$ cat config.mk
export PLATFORM = sky130hd
export DESIGN_NAME = instruction_memory_loader
export DESIGN_NICKNAME = d
export VERILOG_FILES = /design/src/rtl/instruction_memory_loader.sv
export SDC_FILE = /design/constraint.sdc
export NUM_CORES = 1
export LEC_CHECK = 0
export CORE_ASPECT_RATIO = 0.75
export CORE_UTILIZATION = 58
export CTS_CLUSTER_SIZE = 25
export DETAILED_ROUTE_END_ITERATION = 8
export PLACE_DENSITY = 0.84
export SLEW_MARGIN = 5
export SYNTH_ARGS = -nofsm -noshare
export SYNTH_HDL_FRONTEND = slang
export SYNTH_SLANG_ARGS = --single-unit
$ cat constraint.sdc
create_clock -name clk -period 3.51 [get_ports clk]
set_input_delay 0.351 -clock clk [delete_from_list [all_inputs] [get_ports clk]]
set_output_delay 0.351 -clock clk [all_outputs]
set_load 0.02 [all_outputs]
$ cat src/rtl/instruction_memory_loader.sv
// Boot-time program loader for the instruction memory.
//
// Receives a framed byte stream (SYNC, ADDR_HI, ADDR_LO, CNT_HI, CNT_LO, 4*N data bytes,
// CSUM) and writes each data byte into the instruction memory through its Avalon write
// port, one byte lane at a time. The CPU is held in reset while a frame is in flight.
//
// Ports:
//   clk, reset_n                 clock, asynchronous active-low reset
//   s_valid, s_data, s_ready     input byte stream (transfer on s_valid & s_ready)
//   mem_address, mem_byteenable  word address and one-hot lane of the current write
//   mem_chipselect, mem_write    single-cycle write strobes
//   mem_writedata                data byte replicated across all four lanes
//   cpu_reset_req                holds the processor in reset while loading
//   busy                         frame in progress
//   done, error, err_code        sticky result of the most recent frame
module instruction_memory_loader #(
    parameter int unsigned DEPTH          = 50000,
    parameter int unsigned TIMEOUT_CYCLES = 1000000,
    parameter logic [7:0]  SYNC_BYTE      = 8'hA5
) (
    input  logic        clk,
    input  logic        reset_n,
    input  logic        s_valid,
    input  logic [7:0]  s_data,
    output logic        s_ready,
    output logic [15:0] mem_address,
    output logic [3:0]  mem_byteenable,
    output logic        mem_chipselect,
    output logic        mem_write,
    output logic [31:0] mem_writedata,
    output logic        cpu_reset_req,
    output logic        busy,
    output logic        done,
    output logic        error,
    output logic [1:0]  err_code
);

    localparam int unsigned TmoW = $clog2(TIMEOUT_CYCLES + 1);

    typedef enum logic [2:0] {
        StIdle, StAddrH, StAddrL, StCntH, StCntL, StData, StCsum, StFin
    } state_e;

    state_e state_q, state_d;

    logic            ready_q;
    logic [15:0]     addr_q;        // start address, then running word pointer
    logic [7:0]      cnt_hi_q;
    logic [15:0]     words_left_q;
    logic [1:0]      lane_q;
    logic [7:0]      sum_q;
    logic [TmoW-1:0] tmo_q;
    logic            we_q;
    logic [15:0]     mem_addr_q;
    logic [3:0]      mem_be_q;
    logic [31:0]     mem_wdata_q;
    logic            cpu_rst_q;
    logic            done_q;
    logic            error_q;
    logic [1:0]      err_code_q;

    logic        fire;
    logic        active;
    logic        tmo_hit;
    logic        range_bad;
    logic        last_byte;
    logic [16:0] end_word;
    logic [15:0] cnt_full;
    logic [7:0]  csum_total;

    assign fire       = s_valid & ready_q;
    assign active     = (state_q != StIdle) && (state_q != StFin);
    assign cnt_full   = {cnt_hi_q, s_data};
    assign end_word   = {1'b0, addr_q} + {1'b0, cnt_full};
    assign range_bad  = end_word > 17'(DEPTH);
    assign last_byte  = (lane_q == 2'd3) && (words_left_q == 16'd1);
    assign csum_total = sum_q + s_data;
    // Fires on the TIMEOUT_CYCLES-th consecutive idle cycle.
    assign tmo_hit    = active && !fire && (tmo_q == TmoW'(TIMEOUT_CYCLES - 1));

    always_comb begin
        state_d = state_q;
        unique case (state_q)
            StIdle:  if (fire && s_data == SYNC_BYTE) state_d = StAddrH;
            StAddrH: if (fire) state_d = StAddrL;
            StAddrL: if (fire) state_d = StCntH;
            StCntH:  if (fire) state_d = StCntL;
            StCntL: begin
                if (fire) begin
                    if (range_bad)              state_d = StFin;
                    else if (cnt_full == 16'd0) state_d = StCsum;
                    else                        state_d = StData;
                end
            end
            StData:  if (fire && last_byte) state_d = StCsum;
            StCsum:  if (fire) state_d = StFin;
            StFin:   state_d = StIdle;
            default: state_d = StIdle;
        endcase
        if (tmo_hit) state_d = StFin;
    end

    always_ff @(posedge clk or negedge reset_n) begin
        if (!reset_n) begin
            state_q      <= StIdle;
            ready_q      <= 1'b0;
            addr_q       <= '0;
            cnt_hi_q     <= '0;
            words_left_q <= '0;
            lane_q       <= '0;
            sum_q        <= '0;
            tmo_q        <= '0;
            we_q         <= 1'b0;
            mem_addr_q   <= '0;
            mem_be_q     <= '0;
            mem_wdata_q  <= '0;
            cpu_rst_q    <= 1'b0;
            done_q       <= 1'b0;
            error_q      <= 1'b0;
            err_code_q   <= '0;
        end else begin
            state_q <= state_d;
            ready_q <= (state_d != StFin);
            we_q    <= 1'b0;
            tmo_q   <= (active && !fire) ? tmo_q + TmoW'(1) : '0;

            if (fire) begin
                unique case (state_q)
                    StIdle: begin
                        if (s_data == SYNC_BYTE) begin
                            done_q     <= 1'b0;
                            error_q    <= 1'b0;
                            err_code_q <= 2'd0;
                            cpu_rst_q  <= 1'b1;
                            sum_q      <= '0;
                        end
                    end
                    StAddrH: addr_q[15:8] <= s_data;
                    StAddrL: addr_q[7:0]  <= s_data;
                    StCntH:  cnt_hi_q     <= s_data;
                    StCntL: begin
                        words_left_q <= cnt_full;
                        lane_q       <= 2'd0;
                        if (range_bad) begin
                            error_q    <= 1'b1;
                            err_code_q <= 2'd1;
                        end
                    end
                    StData: begin
                        we_q        <= 1'b1;
                        mem_addr_q  <= addr_q;
                        mem_be_q    <= 4'b0001 << lane_q;
                        mem_wdata_q <= {4{s_data}};
                        sum_q       <= sum_q + s_data;
                        lane_q      <= lane_q + 2'd1;
                        if (lane_q == 2'd3) begin
                            addr_q       <= addr_q + 16'd1;
                            words_left_q <= words_left_q - 16'd1;
                        end
                    end
                    StCsum: begin
                        if (csum_total == 8'd0) begin
                            done_q <= 1'b1;
                        end else begin
                            error_q    <= 1'b1;
                            err_code_q <= 2'd2;
                        end
                    end
                    default: ;
                endcase
            end

            if (tmo_hit) begin
                error_q    <= 1'b1;
                err_code_q <= 2'd3;
            end

            // CPU reset is released on the edge that leaves FIN.
            if (state_q == StFin) cpu_rst_q <= 1'b0;
        end
    end

    assign s_ready        = ready_q;
    assign mem_address    = mem_addr_q;
    assign mem_byteenable = mem_be_q;
    assign mem_chipselect = we_q;
    assign mem_write      = we_q;
    assign mem_writedata  = mem_wdata_q;
    assign cpu_reset_req  = cpu_rst_q;
    assign busy           = (state_q != StIdle);
    assign done           = done_q;
    assign error          = error_q;
    assign err_code       = err_code_q;

endmodule

After elaboration in Yosys (flattened, before gate mapping)
Index checks and enable logic that the tools add are counted.
{"block": "word_totals", "ff_bits": 132, "in_bits": 11, "out_inout_bits": 61, "wordCells": 116}
{"block": "classes", "add_sub_neg": 6, "magnitude_cmp": 1, "eq_ne": 19, "n_shift": 1, "muxes": 40, "n_bitwise": 1, "n_reduce_logical": 31}
{"operator": "$pmux 8 s2", "count": 3}
{"operator": "$mux 16", "count": 2}
{"operator": "$pmux 16 s2", "count": 1}
{"operator": "$mux 3", "count": 8}
{"operator": "$pmux 3 s8", "count": 1}
{"operator": "$add 20x1->20 const B", "count": 1}
{"operator": "$eq 20x20->1 const B", "count": 1}
{"operator": "$mux 20", "count": 1}
{"operator": "$reduce_bool 2->1", "count": 9}
{"operator": "$add 16x16->17", "count": 1}
{"operator": "$gt 17x16->1 const B", "count": 1}
{"operator": "$add 16x1->16 const B", "count": 1}
{"operator": "$eq 16x1->1 const B", "count": 1}
{"operator": "$logic_not 16->1", "count": 1}
{"operator": "$sub 16x1->16 const B", "count": 1}
{"operator": "$ne 3x3->1 const B", "count": 5}
{"operator": "$reduce_and 3->1", "count": 5}
{"operator": "$mux 2", "count": 7}
{"operator": "$eq 3x3->1 const B", "count": 4}
{"operator": "$mux 1", "count": 12}
{"operator": "$add 8x8->8", "count": 1}
{"operator": "$eq 8x8->1 const B", "count": 1}
{"operator": "$logic_not 8->1", "count": 1}
{"operator": "$mux 8", "count": 1}
{"operator": "19 further kinds", "count": 29}

Depth between registers and ports, before layout
{"block": "depth", "depth_word": 7, "mapped_depth": 11}

Least setup slack after synthesis
No wires, ideal clock.
{"block": "synth_timing", "kind": "register -> register", "start": "reg sum_q[0]", "end": "reg err_code_q[1], in the netlist err_code[1]", "setup_time_ns": 0.134, "arrival_time_ns": 2.786, "required_ns": 3.376, "setup_slack_ns": 0.590, "path_stages_with_launch": 11, "synth_period_minus_slack_ns": 2.920, "path_cell_list": "dfrtp_1 > ha_1 > fa_1 > a211oi_2 > nor2_1 > xor2_1 > or4_1 > or4_4 > and3_1 > o21ai_2 > nand4b_1"}
{"block": "synth_via", "elab_chain_cells": 4}
{"item": "from (decl)", "line_no": "51", "rtl": "logic [7:0] sum_q;"}
{"item": "from (signal assigned)", "line_no": "154", "rtl": "sum_q <= sum_q + s_data;"}
{"item": "$add 8x8->8", "line_no": "77", "rtl": "assign csum_total = sum_q + s_data;"}
{"item": "$logic_not 8->1", "line_no": "162", "rtl": "if (csum_total == 8'd0) begin"}
{"item": "$ne 3x3->1 (no line)"}
{"item": "$reduce_and 5->1 (no line)"}
{"item": "to (signal assigned)", "line_no": "120", "rtl": "err_code_q <= '0;"}
{"item": "to (signal assigned)", "line_no": "166", "rtl": "err_code_q <= 2'd2;"}
{"item": "to (signal assigned)", "line_no": "175", "rtl": "err_code_q <= 2'd3;"}
{"item": "to (decl)", "line_no": "60", "rtl": "logic [1:0] err_code_q;"}
No other way between the ends.
A chain may end at the register's enable or synchronous reset.

Worst setup path after layout
Ends and elaborated chain as after synthesis.

==> results.json <==
{
  "place.port_buffers": 71,
  "power_density_nw_per_um2": 316,
  "critPathMaxStageDelay_ns": 0.58,
  "core_um2": 11100,
  "leakage_nw": 3.56,
  "ios": 72,
  "grt_pass1_vias": 5798,
  "drive_gt1_frac": 0.0828,
  "nets": 885,
  "cp_data_arrival_time_ns": 3.52,
  "cts_root_buffer": "clkbuf_16",
  "post_cts_buffers": 0,
  "clockBufferDepth": 2,
  "crit_type": "reg -> reg",
  "fmax_ghz": 0.303,
  "fp-row-count": 33,
  "yosysTopAreaCell": "dfrtp_1",
  "rr_worst_depth": 10,
  "place_area_um2": 7490,
  "num-fill-cells": 845,
  "synth-edff-count": 0,
  "fin_crit_ns": 3.30,
  "worstReg2RegEnd": "err_code[1]",
  "die_h_um": 95.2,
  "clk_pin_slew_ns": 0.07,
  "antenna_found_initial": 0,
  "cp_num_buf_inv": 0,
  "synth-seq-area-share": 0.402,
  "rr_startpoint": "sum_q[0]",
  "cp-end-kind": "register",
  "synth_cell_types": 74,
  "grt_pass1_wl_um": 29400,
  "final_area_um2": 7800,
  "grt_max_degree": 73,
  "synthArstFlopShare": 1.00,
  "fin_tns_setup_ns": 0,
  "syn_avg_cell_area_um2": 8.56,
  "cp.required_ns": 3.73,
  "relSlewSlack": 0.387,
  "insertion_delay_ns": 0.35,
  "rrSetupSlack_ns": 0.21,
  "first_iter_violations": 807,
  "h-tree-depth": 3,
  "area_growth_pct": 16.0,
  "cts.sink_count": 108,
  "power_mw": 2.46,
  "worst_pin_slew_ns": 0.919,
  "cts_resized": 0,
  "rsz0062_at_grt": "false",
  "die_w_um": 126,
  "synth_cells": 785,
  "finalCritPeriodShare": 0.941,
  "gp_congestion": 1.00,
  "wl_per_cell_um": 18.5,
  "routed_wl_um": 18200,
  "ant_nets": 0,
  "grt_usage": 0.315,
  "cap_viol_max_count": 0,
  "cts_hold_buffers": 0,
  "crit_chain": "ha_1 -> fa_1 -> a211oi_2 -> nor2_1 -> xor2_1 -> or4_1 -> or4_4 -> and3_1 -> o21ai_2 -> nand4b_1",
  "cts_buffers": 9,
  "finalCoreUtilization": 0.702,
  "vdd.ir_drop.worst_uv": 277,
  "antennaDiodeCount": 0,
  "start_kind": "register",
  "synth_area_leaders": "dfrtp_1 (40%), nand2_1 (8.0%), ha_1 (5.8%), o21ai_0 (4.5%), a21oi_1 (4.5%)",
  "yosysMostFrequentCell": "nand2_1",
  "yosys-top-cells-count": "nand2_1 (143), dfrtp_1 (108), nor2_1 (75)",
  "crit_fanout": 4,
  "min_path_type": "in -> async",
  "syn_nets": 829,
  "grt_overflow": 0,
  "initial_core_util": 0.605,
  "die-area_um2": 12000,
  "hpwl_um": 13100,
  "critPathTopFamily": "simple AND/OR/NAND/NOR gates",
  "synth_area_um2": 6720,
  "synth-main-ff-cell": "dfrtp_1",
  "firstDrtPassIters": 7,
  "hold_violations": 0,
  "cpMaxStageDelayCell": "or4_4",
  "tritoncts": "done",
  "clock_skew_ns": 0.00831,
  "critPathLaunch": "sum_q[0]",
  "synth_warnings": 0,
  "status": "finished clean",
  "drc_errors": 0,
  "drt-vias-per-instance": 6.38,
  "setup_viol": 0,
  "via_count": 6282,
  "slew_viol_final": 0,
  "ys_ff_latch": 108,
  "netlist.area_leader.share": 0.402
}
==> logic make-up after synthesis <==
family,after synthesis,share of synthesized area
fa+ha+maj,33,0.0637
mux,10,0.0166
buf+inv,73,0.0607
xor+xnor,27,0.0372
simple gates,332,0.231
compound gates,202,0.189
flops,108,0.402
==> cells in the final DEF (no fill, tap or decap), types with 8 or more instances in the layout <==
master	count
a21oi_1	60
a22oi_1	8
and3_1	12
buf_4	29
clkbuf_16	9
clkdlybuf4s50_1	68
dfrtp_1	108
ha_1	31
inv_1	16
mux2_2	9
nand2_1	143
nand3_1	21
nand4_1	8
nor2_1	75
nor3_1	17
nor4_1	9
o21ai_0	61
o22ai_1	8
or3_1	9
xnor2_1	8
xor2_1	18
==> cell type report <==
class	instances	area [um2]	share of cell area
timing repair buffer	100	943	0.121
multi-input combinational	604	3610	0.464
inverter	18	67.6	0.00867
clock inverter	3	46.3	0.00594
clock buffer	12	246	0.0316
sequential	108	2700	0.347
tap	140	175	0.0225
==> stage by stage <==
stage,hold slack [ns],instances,setup WS [ns]
finish,0.143,985,0.207
global route,0.198,985,0.0835
CTS,0.174,985,0.0798
detailed placement,0.464,970,-0.258
global placement,0.458,970,-0.0930
floorplan,0.0554,785,0.590
==> metal layers <==
metal	wire length [um]	GRT usage	vias to the layer above
met5	0	0	-
met4	312	0.0884	0
met3	1650	0.0673	48
met2	8330	0.520	362
met1	7940	0.423	2996
li1	-	-	2876
==> worst max path at each step <==
stage,end,cells past startpoint
after floorplan,err_code[1],10
after global placement,err_code[1],11
after detailed placement,err_code[1],11
after CTS,err_code[1],11
after global routing,err_code[0],10
final,err_code[1],10
==> power by group <==
part           total (mW)  internal [mW]  switching, mW
Clock                1.04          0.573          0.466
Sequential           1.26           1.25         0.0103
Combinational       0.165         0.0618          0.103
Total                2.46           1.88          0.579
==> sequential cells by signal, indices dropped and copies added, names as in the netlist <==
signal and cells:
s_ready 1, done 1, err_code 2, lane_q 2
mem_writedata 8, words_left_q 16, tmo_q 20, cnt_hi_q 8
mem_chipselect 1, mem_byteenable 4, state_q 3, cpu_reset_req 1
error 1, mem_address 16, sum_q 8, addr_q 16
Note: power is estimated with default switching activity, not from simulation.
